--- src/rtl/logic_unit_pipe.sv ---
// Two-stage pipelined WIDTH-bit logic unit with a valid/ready stream,
// a result accumulator, and zero/parity/popcount flags on the output stage.

module logic_unit_lane (
  input  logic [2:0] op,
  input  logic       a,
  input  logic       x,
  output logic       r
);
  always_comb begin
    r = 1'b0;
    case (op)
      3'b000: r = a & x;
      3'b001: r = a | x;
      3'b010: r = a ^ x;
      3'b011: r = ~(a & x);
      3'b100: r = ~(a | x);
      3'b101: r = ~(a ^ x);
      3'b110: r = ~a;
      3'b111: r = a;
      default: r = 1'b0;
    endcase
  end
endmodule

module logic_unit_pipe #(
  parameter  int WIDTH = 8,
  localparam int CW    = $clog2(WIDTH + 1)
) (
  input  logic             clk,
  input  logic             rst,
  input  logic             in_valid,
  output logic             in_ready,
  input  logic [2:0]       op,
  input  logic [WIDTH-1:0] a,
  input  logic [WIDTH-1:0] b,
  input  logic             acc_en,
  input  logic             acc_init,
  output logic             out_valid,
  input  logic             out_ready,
  output logic [WIDTH-1:0] result,
  output logic             zero,
  output logic             parity,
  output logic [CW-1:0]    popcnt
);
  localparam int STAGES = 2;

  logic [STAGES:1]  vld_pipe;
  logic [WIDTH-1:0] acc, x, r_new, s1_r, s2_r;
  logic             s2_ready, accept;
  logic             s2_zero, s2_parity;
  logic [CW-1:0]    s1_cnt, s2_cnt;

  assign s2_ready = !vld_pipe[2] || out_ready;
  assign in_ready = !vld_pipe[1] || s2_ready;
  assign accept   = in_valid && in_ready;

  // Accumulator feeds back only when accumulating without a seed.
  assign x = (acc_en && !acc_init) ? acc : b;

  for (genvar i = 0; i < WIDTH; i++) begin : g_lane
    logic_unit_lane u_lane (.op(op), .a(a[i]), .x(x[i]), .r(r_new[i]));
  end

  always_comb begin
    s1_cnt = '0;
    for (int i = 0; i < WIDTH; i++) s1_cnt = s1_cnt + CW'(s1_r[i]);
  end

  always_ff @(posedge clk) begin
    if (rst) begin
      vld_pipe  <= '0;
      acc       <= '0;
      s1_r      <= '0;
      s2_r      <= '0;
      s2_zero   <= 1'b1;
      s2_parity <= 1'b0;
      s2_cnt    <= '0;
    end else begin
      if (accept) s1_r <= r_new;
      if (accept && acc_en) acc <= r_new;
      // in_ready means stage 1 is empty or emptying, so its next valid is just the accept.
      if (in_ready) vld_pipe[1] <= accept;
      if (s2_ready) begin
        vld_pipe[2] <= vld_pipe[1];
        if (vld_pipe[1]) begin
          s2_r      <= s1_r;
          s2_zero   <= (s1_r == '0);
          s2_parity <= ^s1_r;
          s2_cnt    <= s1_cnt;
        end
      end
    end
  end

  assign out_valid = vld_pipe[2];
  assign result    = s2_r;
  assign zero      = s2_zero;
  assign parity    = s2_parity;
  assign popcnt    = s2_cnt;
endmodule

--- config.mk ---
export PLATFORM = sky130hd
export DESIGN_NAME = logic_unit_pipe
export DESIGN_NICKNAME = d
export VERILOG_FILES = /design/src/rtl/logic_unit_pipe.sv
export SDC_FILE = /design/constraint.sdc
export NUM_CORES = 1
export LEC_CHECK = 0
export CAP_MARGIN = 25
export CORE_MARGIN = 5
export CORE_UTILIZATION = 40
export DETAILED_ROUTE_END_ITERATION = 12
export GPL_TIMING_DRIVEN = 0
export PLACE_DENSITY = 0.61
export SLEW_MARGIN = 20
export SYNTH_ARGS = -nofsm -noshare
export SYNTH_HDL_FRONTEND = slang
export SYNTH_SLANG_ARGS = --single-unit
--- constraint.sdc ---
create_clock -name clk -period 6.1 [get_ports clk]
set_input_delay 0.61 -clock clk [delete_from_list [all_inputs] [get_ports clk]]
set_output_delay 0.61 -clock clk [all_outputs]
set_load 0.05 [all_outputs]
# Yosys cells after proc, flatten, opt, wreduce, memory -nomap -nowiden
# Index checks and enable logic that the tools add are counted.
word_totals:
  input_bits: 25
  reg_bits: 32
  word_cells: 99
  output_inout_bits: 16
op_classes:
  mux: 9
  bitwise_logic: 56
  addsub: 7
  eq_ne: 7
  n_reduce_logical: 12
ops:
  columns: ["op", "n"]
  rows:
  - ["case mux 1 bit (8 select lines)", 8]
  - ["NOT 1 bit", 32]
  - ["adder 4 x 1 -> 4 bit", 4]
  - ["equality test 3 bit (second input constant)", 4]
  - ["bitwise AND 1 bit", 8]
  - ["zero test 8 bit", 1]
  - ["2-to-1 mux 8 bit", 1]
  - ["bitwise OR 1 bit", 8]
  - ["XOR reduction 8 bit", 1]
  - ["bitwise XOR 1 bit", 8]
  - ["equality test 3 x 2 -> 1 bit (second input constant)", 2]
  - ["adder 3 x 1 -> 4 bit", 1]
  - ["adder 2 x 1 -> 3 bit", 1]
  - ["equality test 3 x 1 -> 1 bit (second input constant)", 1]
  - ["logical AND 1 bit", 3]
  - ["zero test 1 bit", 3]
  - ["zero test 3 bit", 1]
  - ["adder 1 x 1 -> 2 bit", 1]
  - ["logical OR 1 bit", 2]
  - ["AND reduction 2 bit", 1]

# Longest topological paths before layout
# Gate-level depths: netlist (run 1).
logic_depth:
  depth_word: 7
  ltp_mapped: 11
  depth_no_buf: 11

# By module
# Synthesis (run 1) repeated with hierarchy kept, for this count alone.
hier_totals:
  cells_unflattened: 320
  area_unflattened_um2: 2566.2
by_module_without_submodules:
  columns: ["mod", "cells_per_inst", "seq_area_each_um2", "instances", "area_per_inst_um2"]
  rows:
  - ["logic_unit_pipe", 184, 640.6, 1, 1645.3]
  - ["logic_unit_lane", 17, 0.0, 8, 115.1]

# Least setup slack after synthesis (run 1)
# Ideal clock, no wire load.
synth_timing:
  kind: "flip-flop to flip-flop"
  start: "register s1_r[0]"
  end: "register s2_cnt[2] (netlist: popcnt[2])"
  stages_incl_launch_ff: 12
  setup_ps: 70
  t_required_ps: 6030
  n_path_buf: 0
  slack_ps: 3329
  period_less_slack_ps: 2771
  t_arrival_ps: 2702
  cell_sequence: "dfxtp_1 > fa_1 > inv_1 > fa_1 > fa_1 > inv_1 > ha_1 > inv_1 > fa_1 > xnor2_1 > nand2_1 > a21oi_1"
synth_between:
  elab_chain_len: 7
synth_rtl:
  columns: ["item", "line_no", "text"]
  rows:
  - ["start: declaration", "49", "logic [WIDTH-1:0] acc, x, r_new, s1_r, s2_r;"]
  - ["start signal: assignment", "80", "if (accept) s1_r <= r_new;"]
  - ["adder 1 x 1 -> 2 bit", "67", "for (int i = 0; i < WIDTH; i++) s1_cnt = s1_cnt + CW'(s1_r[i]);"]
  - ["adder 2 x 1 -> 3 bit", "67", null]
  - ["adder 3 x 1 -> 4 bit", "67", null]
  - ["adder 4 x 1 -> 4 bit (4 in a row)", "67", null]
  - ["end signal: assignment", "90", "s2_cnt <= s1_cnt;"]
  - ["end: declaration", "52", "logic [CW-1:0] s1_cnt, s2_cnt;"]
# No other way between the ends.
# A chain may end at the register's enable or synchronous reset.

# Worst setup path in the final report (run 1)
# Ends and elaborated chain as after synthesis.

==> flow_summary.json, run 1 <==
{
  "status": "completed",
  "endpoint_kind": "flip-flop",
  "grt_pass1_wl_um": 8980,
  "numCtsBuffers": 5,
  "cts_tree": "yes",
  "drv_cap": 0,
  "synthArstFlopShare_pct": 0,
  "core_um2": 5440,
  "synthCells": 278,
  "setup_viol": 0,
  "rows": 27,
  "first_pass_iters": 4,
  "syn_area_per_cell_um2": 7.97,
  "diodes": 0,
  "timing.final.crit_share_pct": 47.7,
  "hold_buffers": 0,
  "rsz0062_at_grt": "false",
  "report.final.slew_viol_count": 0,
  "start_kind": "flip-flop",
  "cp_max_fo": 4,
  "r2r_start": "s1_r[0]",
  "ys_seq_elements": 32,
  "post-route-util_pct": 51.3,
  "synth-adder-area-share_pct": 16.6,
  "clk_pin_slew_ns": 0.06,
  "slew_headroom_pct": 65.6,
  "synth-simple-area-share_pct": 14.3,
  "synth_edf_count": 0,
  "synth-xor-area-share_pct": 1.58,
  "muxShareOfSynthArea_pct": 4.52,
  "whs_ns": 0.453,
  "detail-route-antenna-nets": 0,
  "reg2reg_depth": 11,
  "area.growth.synth_to_final_pct": 26.0,
  "critPathKind": "reg -> reg",
  "grt_use_total_pct": 15.1,
  "clockBufferDepth": 2,
  "r2r_end": "popcnt[2]",
  "fin_crit_ns": 2.91,
  "viasPerCell": 5.17,
  "yosysSeqAreaShare_pct": 28.9,
  "place_area_um2": 2700,
  "grt_antenna_before_repair": 0,
  "synth_cell_types": 37,
  "cts_setup_buffers": 0,
  "drc_errors": 0,
  "cp_data_required_time_ns": 6.31,
  "grt_pass1_vias": 1922,
  "holdPathEnd": "result[6]",
  "die_y_um": 84.4,
  "synth_nets": 330,
  "skew_ns": 0.00596,
  "final_nets": 376,
  "grt_max_degree": 11,
  "routabilityCongestion": 0.778,
  "power.density_nw_per_um2": 209,
  "multi_input_area_um2": 1360,
  "synthFlopType": "dfxtp_1",
  "seq_area_um2": 641,
  "synth_compound_area_share_pct": 24.2,
  "final_cell_mix": "39 x clkdlybuf4s50_1, 35 x inv_1, 32 x dfxtp_1",
  "die_x_um": 84.4,
  "syn-cell-area_um2": 2220,
  "fill_cells": 546,
  "ctsHtreeMaxLevel": 2,
  "die_area_um2": 7130,
  "final_common_cell": "clkdlybuf4s50_1",
  "min_path_type": "reg -> reg",
  "fin_area_um2": 2790,
  "io_pins": 41,
  "cellLeakagePower_nw": 1.14,
  "synth_top_family_by_area": "compound AO/OA/AOI/OAI gates",
  "io_buffers": 39,
  "wl_per_cell_um": 13.5,
  "yosysWarnings": 0,
  "fmaxAchievable_mhz": 343,
  "gr-total-overflow": 0,
  "root_buffer": "clkbuf_8",
  "start_util_pct": 40.7,
  "ff2ff_setup_slack_ns": 3.19,
  "cts_num_sinks": 32,
  "drive_above_1_share_pct": 7.72,
  "initialDrtViolationCount": 65,
  "worstSkewPairLatency_ns": 0.28,
  "cp.arrival_ns": 3.13,
  "hp-start": "result[6]",
  "drt_wl_total_um": 5350,
  "dp_hpwl_um": 4270,
  "tns_ns": 0,
  "worstMarginPinSlew_ns": 0.516,
  "ir_drop_v": 0.000110,
  "vias": 2049,
  "ctsResizeCount": 0,
  "hold_viol_final": 0,
  "holdPathStages": 2
}
==> cell usage after synthesis, types with 2 or more instances <==
master / number / area [um2]
nor3_1: 2 / 10.0
o21ai_0: 16 / 80.1
buf_6: 2 / 22.5
nor2_1: 20 / 75.1
o32ai_1: 3 / 26.3
a22oi_1: 7 / 52.6
dfxtp_1: 32 / 641
ha_1: 23 / 288
o41ai_1: 6 / 52.6
inv_1: 35 / 131
a21oi_1: 29 / 145
nand2b_1: 2 / 12.5
buf_2: 6 / 30.0
clkbuf_1: 8 / 30.0
a221oi_1: 2 / 17.5
o221a_2: 2 / 22.5
nand2_1: 28 / 105
xnor2_1: 4 / 35.0
mux2_2: 7 / 78.8
a211oi_1: 6 / 45.0
fa_1: 4 / 80.1
nand3_1: 14 / 70.1
o32a_1: 6 / 60.1
==> critical path, cell delays in order (launching register included) <==
cell     delay, ns
dfxtp_1       0.36
fa_1          0.54
inv_1         0.05
fa_1          0.50
fa_1          0.41
inv_1         0.07
ha_1          0.16
inv_1         0.05
fa_1          0.37
xnor2_1       0.15
nand2_1       0.07
a21oi_1       0.13
==> flip-flops by register name, indices dropped and copies added (netlist names) <==
name,cells
popcnt,4
s1_r,8
zero,1
result,8
vld_pipe,2
parity,1
acc,8
==> metrics by stage <==
stage | std cells | setup slack (ns) | total power, W
2_1_floorplan | 278 | 3.33 | 0.000358
3_3_place_gp | 389 | 2.98 | 0.000412
3_5_place_dp | 389 | 2.93 | 0.000415
4_1_cts | 396 | 3.18 | 0.000590
5_1_grt | 396 | 3.02 | 0.000620
6_report | 396 | 3.19 | 0.000584
==> cells by family after synthesis <==
group | after synthesis
compound gates | 81
xor+xnor | 4
fa+ha+maj | 27
buf+inv | 52
flops | 32
mux | 9
simple gates | 73
==> worst max-delay path by stage <==
stage                 start         to  slack (ns)  cells after the start
finish              s1_r[0]  popcnt[2]        3.19                     11
global route         acc_en    s1_r[2]        3.02                      9
CTS                 s1_r[0]  popcnt[2]        3.18                     11
detailed placement   acc_en     acc[1]        2.93                      9
global placement     acc_en     acc[1]        2.98                      9
floorplan           s1_r[0]  popcnt[2]        3.33                     11
==> power breakdown <==
group	internal (W)	switching [W]
logic	0.0000778	0.000101
clock network	0.000100	0.0000732
registers	0.000222	0.00000931
==> per-layer routing <==
metal	GRT usage (%)	routed length, um	vias up
met2	26.5	2540	44
met5	0	0	-
li1	-	-	1058
met3	2.75	249	6
met1	18.9	2500	941
met4	4.32	69	0
==> layout make-up <==
cell class	count	area share (%)
plain buffers	17	3.09
repair buffers	39	14.0
inverters	35	4.70
well taps	72	3.23
clock buffers	7	3.45
multi-input cells	194	48.6
flip-flops and latches	32	22.9
(Power assumes the default switching activity.)
==> inputs of run 2 (changes only) <==
==> constraint.sdc (replaced) <==
create_clock -name clk -period 2.9 [get_ports clk]
set_input_delay 0.29 -clock clk [delete_from_list [all_inputs] [get_ports clk]]
set_output_delay 0.29 -clock clk [all_outputs]
set_load 0.05 [all_outputs]
==> flow_summary.json, run 2 (synthesized netlist as in run 1, its figures left out) <==
{
  "internal_power_w": 0.000846,
  "die_x_um": 84.4,
  "root_buffer": "clkbuf_8",
  "cp.arrival_ns": 3.08,
  "p_switching_w": 0.000388,
  "grt_antenna_before_repair": 0,
  "grt_max_degree": 11,
  "critPathKind": "reg -> reg",
  "p_total_w": 0.00123,
  "drt_wl_total_um": 5380,
  "area.growth.synth_to_final_pct": 26.9,
  "die_area_um2": 7130,
  "met2_usage_pct": 26.5,
  "clk_pin_slew_ns": 0.07,
  "worstSkewPairLatency_ns": 0.28,
  "skew_ns": 0.00682,
  "cp_data_required_time_ns": 3.12,
  "cts_tree": "yes",
  "reg2reg_depth": 11,
  "report.final.slew_viol_count": 0,
  "met1_usage_pct": 18.9,
  "timing.final.crit_share_pct": 98.6,
  "io_pins": 41,
  "wl_per_cell_um": 13.5,
  "ctsHtreeMaxLevel": 2,
  "hp-start": "result[6]",
  "die_y_um": 84.4,
  "grt_pass1_vias": 1922,
  "status": "completed",
  "start_util_pct": 40.7,
  "holdPathStages": 2,
  "slew_headroom_pct": 66.2,
  "fmaxAchievable_mhz": 350,
  "numCtsBuffers": 5,
  "r2r_end": "popcnt[2]",
  "met3_usage_pct": 2.75,
  "final_nets": 377,
  "grt_use_total_pct": 15.1,
  "detail-route-antenna-nets": 0,
  "final_cell_mix": "39 x clkdlybuf4s50_1, 34 x inv_1, 31 x dfxtp_1",
  "io_buffers": 39,
  "power.density_nw_per_um2": 439,
  "endpoint_kind": "flip-flop",
  "clock_power_share_pct": 29.7,
  "rows": 27,
  "hold_buffers": 0,
  "dp_hpwl_um": 4270,
  "diodes": 0,
  "worstMarginPinSlew_ns": 0.507,
  "slowest_delay_ns": 0.52,
  "first_pass_iters": 4,
  "start_kind": "flip-flop",
  "final_cell_count_no_fill": 397,
  "drv_cap": 0,
  "top_usage_layer": "met2",
  "gr-total-overflow": 0,
  "viasPerCell": 5.22,
  "routabilityCongestion": 0.778,
  "final_common_cell": "clkdlybuf4s50_1",
  "swShare_pct": 31.4,
  "ff2ff_setup_slack_ns": 0.04,
  "grt_pass1_wl_um": 8980,
  "initialDrtViolationCount": 64,
  "cp_common_cell": "fa_1",
  "rsz0062_at_grt": "true",
  "seq_power_share_pct": 39.5,
  "clockBufferDepth": 2,
  "worst_path_max_delay_cell": "fa_1",
  "r2r_start": "s1_r[0]",
  "cp_cell_sequence": "fa_1 -> inv_1 -> fa_1 -> fa_1 -> inv_1 -> ha_2 -> inv_2 -> fa_2 -> xnor2_1 -> nand2_1 -> a21oi_2",
  "setup_viol": 0,
  "ir_drop_v": 0.000233,
  "cp_max_fo": 3,
  "combPwrFrac_pct": 30.8,
  "holdPathEnd": "result[6]",
  "core_um2": 5440,
  "drive_above_1_share_pct": 9.54,
  "dp_cells": 389,
  "fin_crit_ns": 2.86,
  "hold_viol_final": 0,
  "cellLeakagePower_nw": 1.14,
  "crit_path_start": "s1_r[0]",
  "tns_ns": 0,
  "min_path_type": "reg -> reg",
  "vias": 2073,
  "drc_errors": 0,
  "cts_num_sinks": 32
}
==> run 2: through the flow <==
step           util [%]  setup slack [ns]  area [um2]  hold slack (ns)
6_report           51.7            0.0410        2810            0.453
2_1_floorplan         -             0.129        2220            0.419
3_3_place_gp       49.6            0.0171        2700            0.442
3_5_place_dp       49.6           0.00610        2700            0.448
4_1_cts            51.4           0.00753        2790            0.457
5_1_grt            51.7           -0.0732        2810            0.474
==> run 2: worst max-delay path: cells and delay by family, from the launching register on <==
| kind | cells | cell delay (ns) |
|---|---|---|
| adder cells (fa/ha/maj) | 5 | 1.93 |
| AND/OR/NAND/NOR | 1 | 0.08 |
| XOR/XNOR | 1 | 0.17 |
| buffers and inverters | 3 | 0.16 |
| AO/OA/AOI/OAI | 1 | 0.11 |
| flip-flops | 1 | 0.35 |
==> run 2: metal layers <==
metal	routed length (um)	vias to the layer above
met4	69	0
met1	2500	955
met5	0	-
li1	-	1065
met2	2570	47
met3	238	6
==> run 2: power by group through the flow <==
stage | clock network, W | registers (W) | logic, W
final | 0.000366 | 0.000487 | 0.000380
after global routing | 0.000395 | 0.000491 | 0.000424
after CTS | 0.000375 | 0.000488 | 0.000378
after detailed placement | 0 | 0.000498 | 0.000375
after global placement | 0 | 0.000497 | 0.000369
after floorplan | 0 | 0.000528 | 0.000225
==> run 2: timing repair <==
item / in CTS / in global routing
resized for setup: 1 / 5
buffers inserted: 0 / 1
pin swaps: 0 / 2
hold endpoints to repair: 0 / 0
setup endpoints to repair: 1 / 2
==> run 2: cell type report <==
type / instances / area, um2
plain buffers: 17 / 86.3
clock buffers: 7 / 96.3
fillers: 547 / 2630
inverters: 35 / 131
multi-input cells: 194 / 1370
flip-flops and latches: 32 / 644
well taps: 72 / 90.1
repair buffers: 40 / 398
==> run 2: how the worst max path moves through the flow <==
stage                      to  slack [ns]  depth (start not counted)
detailed placement  popcnt[2]       0.006                         11
global placement    popcnt[2]        0.02                         11
floorplan           popcnt[2]        0.13                         11
global route        popcnt[2]       -0.07                         11
finish              popcnt[2]        0.04                         11
CTS                 popcnt[2]       0.008                         11
==> patch 1 (config.mk and constraints of run 2) <==
The parameter `WIDTH` goes from 8 to 16.
--- a/src/rtl/logic_unit_pipe.sv
+++ b/src/rtl/logic_unit_pipe.sv
@@ -25,5 +25,5 @@
 
 module logic_unit_pipe #(
-  parameter  int WIDTH = 8,
+  parameter  int WIDTH = 16,
   localparam int CW    = $clog2(WIDTH + 1)
 ) (
Ports: changed (resized a, b, popcnt and result); port bits go from 41 to 66. The function was not compared with the original's and may differ.
==> patch 1 against run 2 <==
- wire length grew 140%
- area after synthesis grew 94%
- power grew 130%
- worst setup slack lost 0.65 ns
- design area grew 94%
- sequential cell count grew 25
- critical path depth grew 2
- maximum frequency shrank 19%
- highest routed layer unchanged
- sequential power grew 79%
- clock power grew to 2.7 times the old value
- largest power group is now the clock network
- the run now ends with setup timing left
- combinational power grew 150%
- largest cell class unchanged
- count of clock-buffer cells in the layout grew 2
==> patch 1: results (changes against run 2) <==
- Final setup TNS: -2.23 ns (-2.23 ns)
- M1 GR Usage: 0.254 (+0.0654)
- Grt met2 use: 0.347 (+0.0813)
- Worst-Skew Late Latency: 0.34 ns (+0.06 ns)
- Yosys cell types: 39 (+5.4%)
- I/O Buffers: 61 (+56%)
- Mux cell area share after synthesis: 0.0395 (-0.00568)
- Postcts setup bufs: 5 (+5)
- Wirelength per Cell: 17.1 um (+26%)
- Clk sinks: 57 (+78%)
- Clock buffers: 9 (+2)
- Register area share after synthesis: 0.265 (-0.0243)
- CTS resizes: 13 (+12)
- Run status: finished, violations left
- Layout clock area frac: 0.0490 (+0.0147)
- # H-tree levels: 3 (+1)
- Cells after synthesis: 523 (+88%)
- Final-report setup violation count: 5 (+5)
- DR WL met3: 555 um (+130%)
- Final WS setup: -0.608 ns (-0.649 ns)
- Worst Skew: 0.0113 ns (+0.00446 ns)
- Violated checks: setup timing
- Total Nets Final: 697 (+85%)
- Multi-input combinational area share: 0.509 (+0.0227)
- Buffering overhead: 0.157 (-0.0151)
- Utilization after layout: 0.523 (+0.00538)
- Synth Area in Compound Gates: 0.249 (+0.00718)
- Post-synthesis adder-cell area fraction: 0.177 (+0.0111)
- First-pass GRT wire length: 20700 um (+130%)
- First-pass DRT Iterations: 5 (+1)
- Area of the core: 0.0104 mm2 (+92%)
- Nonclk buf count: 111 (+95%)
- Vias in the first global route: 4102 (+110%)
- Crit path DAT: 3.72 ns (+0.64 ns)
==> patch 1: cell count changes in the layout (fill, tap and decap cells not counted), sizes merged, moves of 22 or more <==
cell,run 2,this run
nand3b,1,33
nand2,28,58
ha,23,45
inv,35,62
o41ai,6,32
clkdlybuf4s50,39,61
dfxtp,32,57
==> patch 1: how the worst max path moves through the flow <==
| stage | slack (ns) | to | cells after the start |
|---|---|---|---|
| 6_report | -0.61 | popcnt[2]$_SDFFE_PP0P_ | 13 |
| 5_1_grt | -0.75 | popcnt[2]$_SDFFE_PP0P_ | 13 |
| 4_1_cts | -0.61 | popcnt[3]$_SDFFE_PP0P_ | 12 |
| 3_5_place_dp | -0.71 | popcnt[2]$_SDFFE_PP0P_ | 13 |
| 3_3_place_gp | -0.61 | popcnt[2]$_SDFFE_PP0P_ | 13 |
| 2_1_floorplan | -0.43 | popcnt[2]$_SDFFE_PP0P_ | 13 |
==> patch 2 (settings of run 2) <==
Without the edit above. Make the reset (`rst`) asynchronous in one clocked block.
--- a/src/rtl/logic_unit_pipe.sv
+++ b/src/rtl/logic_unit_pipe.sv
@@ -68,5 +68,5 @@
   end
 
-  always_ff @(posedge clk) begin
+  always_ff @(posedge clk or posedge rst) begin
     if (rst) begin
       vld_pipe  <= '0;
Formal check against the unedited RTL: differs if rst is asserted again (counterexample within 4 cycles, from zero or initial values and one cycle with rst high); with rst held inactive, the same outputs for 10 cycles.
==> patch 2 against run 2 <==
- worst setup slack worse by 0.036 ns
- wire length is 4.0% lower
- non-clock buffer count fell by 4
- sequential cell count did not move
- area after synthesis grew 6.8%
- design area up 5.3%
- maximum frequency shrank 1.2%
- critical path type unchanged
- largest cell class unchanged
- highest routed layer unchanged
Power is not compared: it rests on default switching activity, and its combinational part moved more than twofold at a synthesized area within 25%.
==> patch 2: results (changes against run 2) <==
- Post-DP HPWL: 4210 um (-1.4%)
- Worst r2r src: s1_r[0]$_DFFE_PP0P_
- CP max stage cell: fa_1
- Layout cell share with drive strength beyond 1: 0.106 (+0.0107)
- Crit path launch type: flop
- Via/cell ratio: 5.01 (-4.0%)
- I/O Buffers: 37 (-5.1%)
- Max IR drop VDD: 0.000452 V
- Syn nets: 316 (-4.2%)
- Register area share after synthesis: 0.339 (+0.0499)
- Clock tree buffer depth: 2 (unchanged)
- Pre-CTS setup slack: -0.154 ns (-0.160 ns)
- Gr ovfl total: 0 (unchanged)
- Clock Pin Slew Worst Setup and Hold Paths: 0.07 ns (about the same)
- Run status: finished, final reports clean
- Leakage Power: 1.36 nW
- Detailed Route WL: 5160 um (-4.0%)
- Initial antenna violation count: 0 (unchanged)
- Largest net degree at the start of global routing: 33 (+22)
- CTS root buf: clkbuf_8
- First-pass DRT Iterations: 4 (unchanged)
- Crit path DAT: 3.06 ns (-0.02 ns)
- CTS buffer count: 5 (unchanged)
- Crit path to: popcnt[1]$_DFFE_PP0P_
- Reg2Reg Capture Point: popcnt[1]$_DFFE_PP0P_
- CP max stage delay: 0.53 ns
- Worst slew margin: 0.559 (-0.103)
- Starting DRT DRC Count: 54 (-16%)
- First-pass GRT wire length: 8710 um (-3.0%)
- Dominant cells by area after synthesis: dfrtp_1 33%, ha_1 12%, inv_1 5.6%, nand2_1 5.2%, mux2_2 5.2%
- Vias in the first global route: 1906 (-0.83%)
- Worst hold path class: in2async
- Reg2Reg Depth: 9 (-2)
- Final GP Congestion: 0.792 (+1.8%)
- # H-tree levels: 2 (unchanged)
- Worst-Skew Late Latency: 0.29 ns
- Main synth FF type: dfrtp_1
- Total Nets Final: 362 (-4.0%)
- Diodes inserted: 0 (unchanged)
- Fraction of registers with async set/reset: 1.00 (+1.00)
- Flop2flop setup slack: 0.005 ns (-0.04 ns)
- Final-report setup violation count: 0 (unchanged)
- Synth warn: 0 (unchanged)
- Yosys cell types: 43 (+16%)
- Final WS setup: 0.00495 ns (-0.0360 ns)
- Worst Skew: 0.00652 ns (-0.000305 ns)
- Commonest cells in the netlist: 35 x inv_1, 33 x nand2_1, 31 x dfrtp_1, 23 x ha_1, 17 x o21ai_0
- Total Routing Usage GR: 0.145 (-0.00613)
- Max FO, Critical Path: 2 (-1)
patch 2: changes by cell type after synthesis, sizes merged, moves of 11 or more:
cell           run 2  this run
dfxtp             32         0
dfrtp              0        31
a21oi             29         1
o31ai              0        14
nand3             14         1
nand2b             2        13
patch 2: logic make-up (layout without fill, tap and decap cells):
family	after synthesis	after routing	synth area share
multiplexers	16	16	0.0809
AO/OA/AOI/OAI	52	52	0.150
XOR/XNOR	4	4	0.0148
flip-flops	32	32	0.339
AND/OR/NAND/NOR	83	83	0.176
adder cells (fa/ha/maj)	27	27	0.155
buffers and inverters	50	97	0.0846
patch 2: repair_timing:
action | CTS | global route
setup buffers | 1 | 1
endpoints found under the setup margin | 2 | 2
pin swaps | 0 | 1
hold buffers | 0 | 0
resized for setup | 1 | 4
patch 2: layout make-up:
| type | instances | area [um2] |
|---|---|---|
| clock inverter | 3 | 42.5 |
| fill | 544 | 2890 |
| multi-input combinational | 182 | 1370 |
| sequential | 32 | 802 |
| inverter | 36 | 138 |
| buffer | 14 | 62.6 |
| timing repair buffer | 39 | 385 |
| clock buffer | 5 | 68.8 |
| tap | 75 | 93.8 |
patch 2: per-layer routing:
metal,share of wire,track usage,up-vias
met5,0,0,-
met4,0.014,0.0467,0
met3,0.046,0.0284,8
met2,0.48,0.255,42
met1,0.45,0.177,884
li1,-,-,1000
patch 2: worst min path at each step:
stage,depth (start not counted),to,slack [ns]
5_1_grt,2,s1_r[6]$_DFFE_PP0P_,0.47
6_report,2,s1_r[7]$_DFFE_PP0P_,0.41
3_5_place_dp,2,s1_r[7]$_DFFE_PP0P_,0.47
4_1_cts,2,s1_r[6]$_DFFE_PP0P_,0.43
2_1_floorplan,1,vld_pipe[1]$_DFFE_PP0N_,0.40
3_3_place_gp,2,acc[0]$_DFFE_PP0P_,0.46
patch 2: critical path: cells and delay by family, from the launching register on:
kind | cells | cell delay (ns)
AOI/OAI and AO/OA | 1 | 0.06
DFF | 1 | 0.40
buffers and inverters | 3 | 0.18
adders and majority gates | 5 | 2.14
patch 2: report_power, final:
part	leakage [nW]	internal, mW	total, mW	switching (mW)
Combinational	0.909	0.409	0.982	0.573
Sequential	0.393	0.556	0.613	0.0572
Clock	0.0541	0.254	0.420	0.166
patch 2: per-stage QoR:
stage	std cells	cell area, um2	util	setup TNS [ns]
finish	386	2960	0.506	0
global route	386	2960	0.506	-0.153
CTS	385	2950	0.504	0
detailed placement	376	2830	0.484	-0.345
global placement	376	2830	0.484	-0.350
floorplan	264	2370	-	0
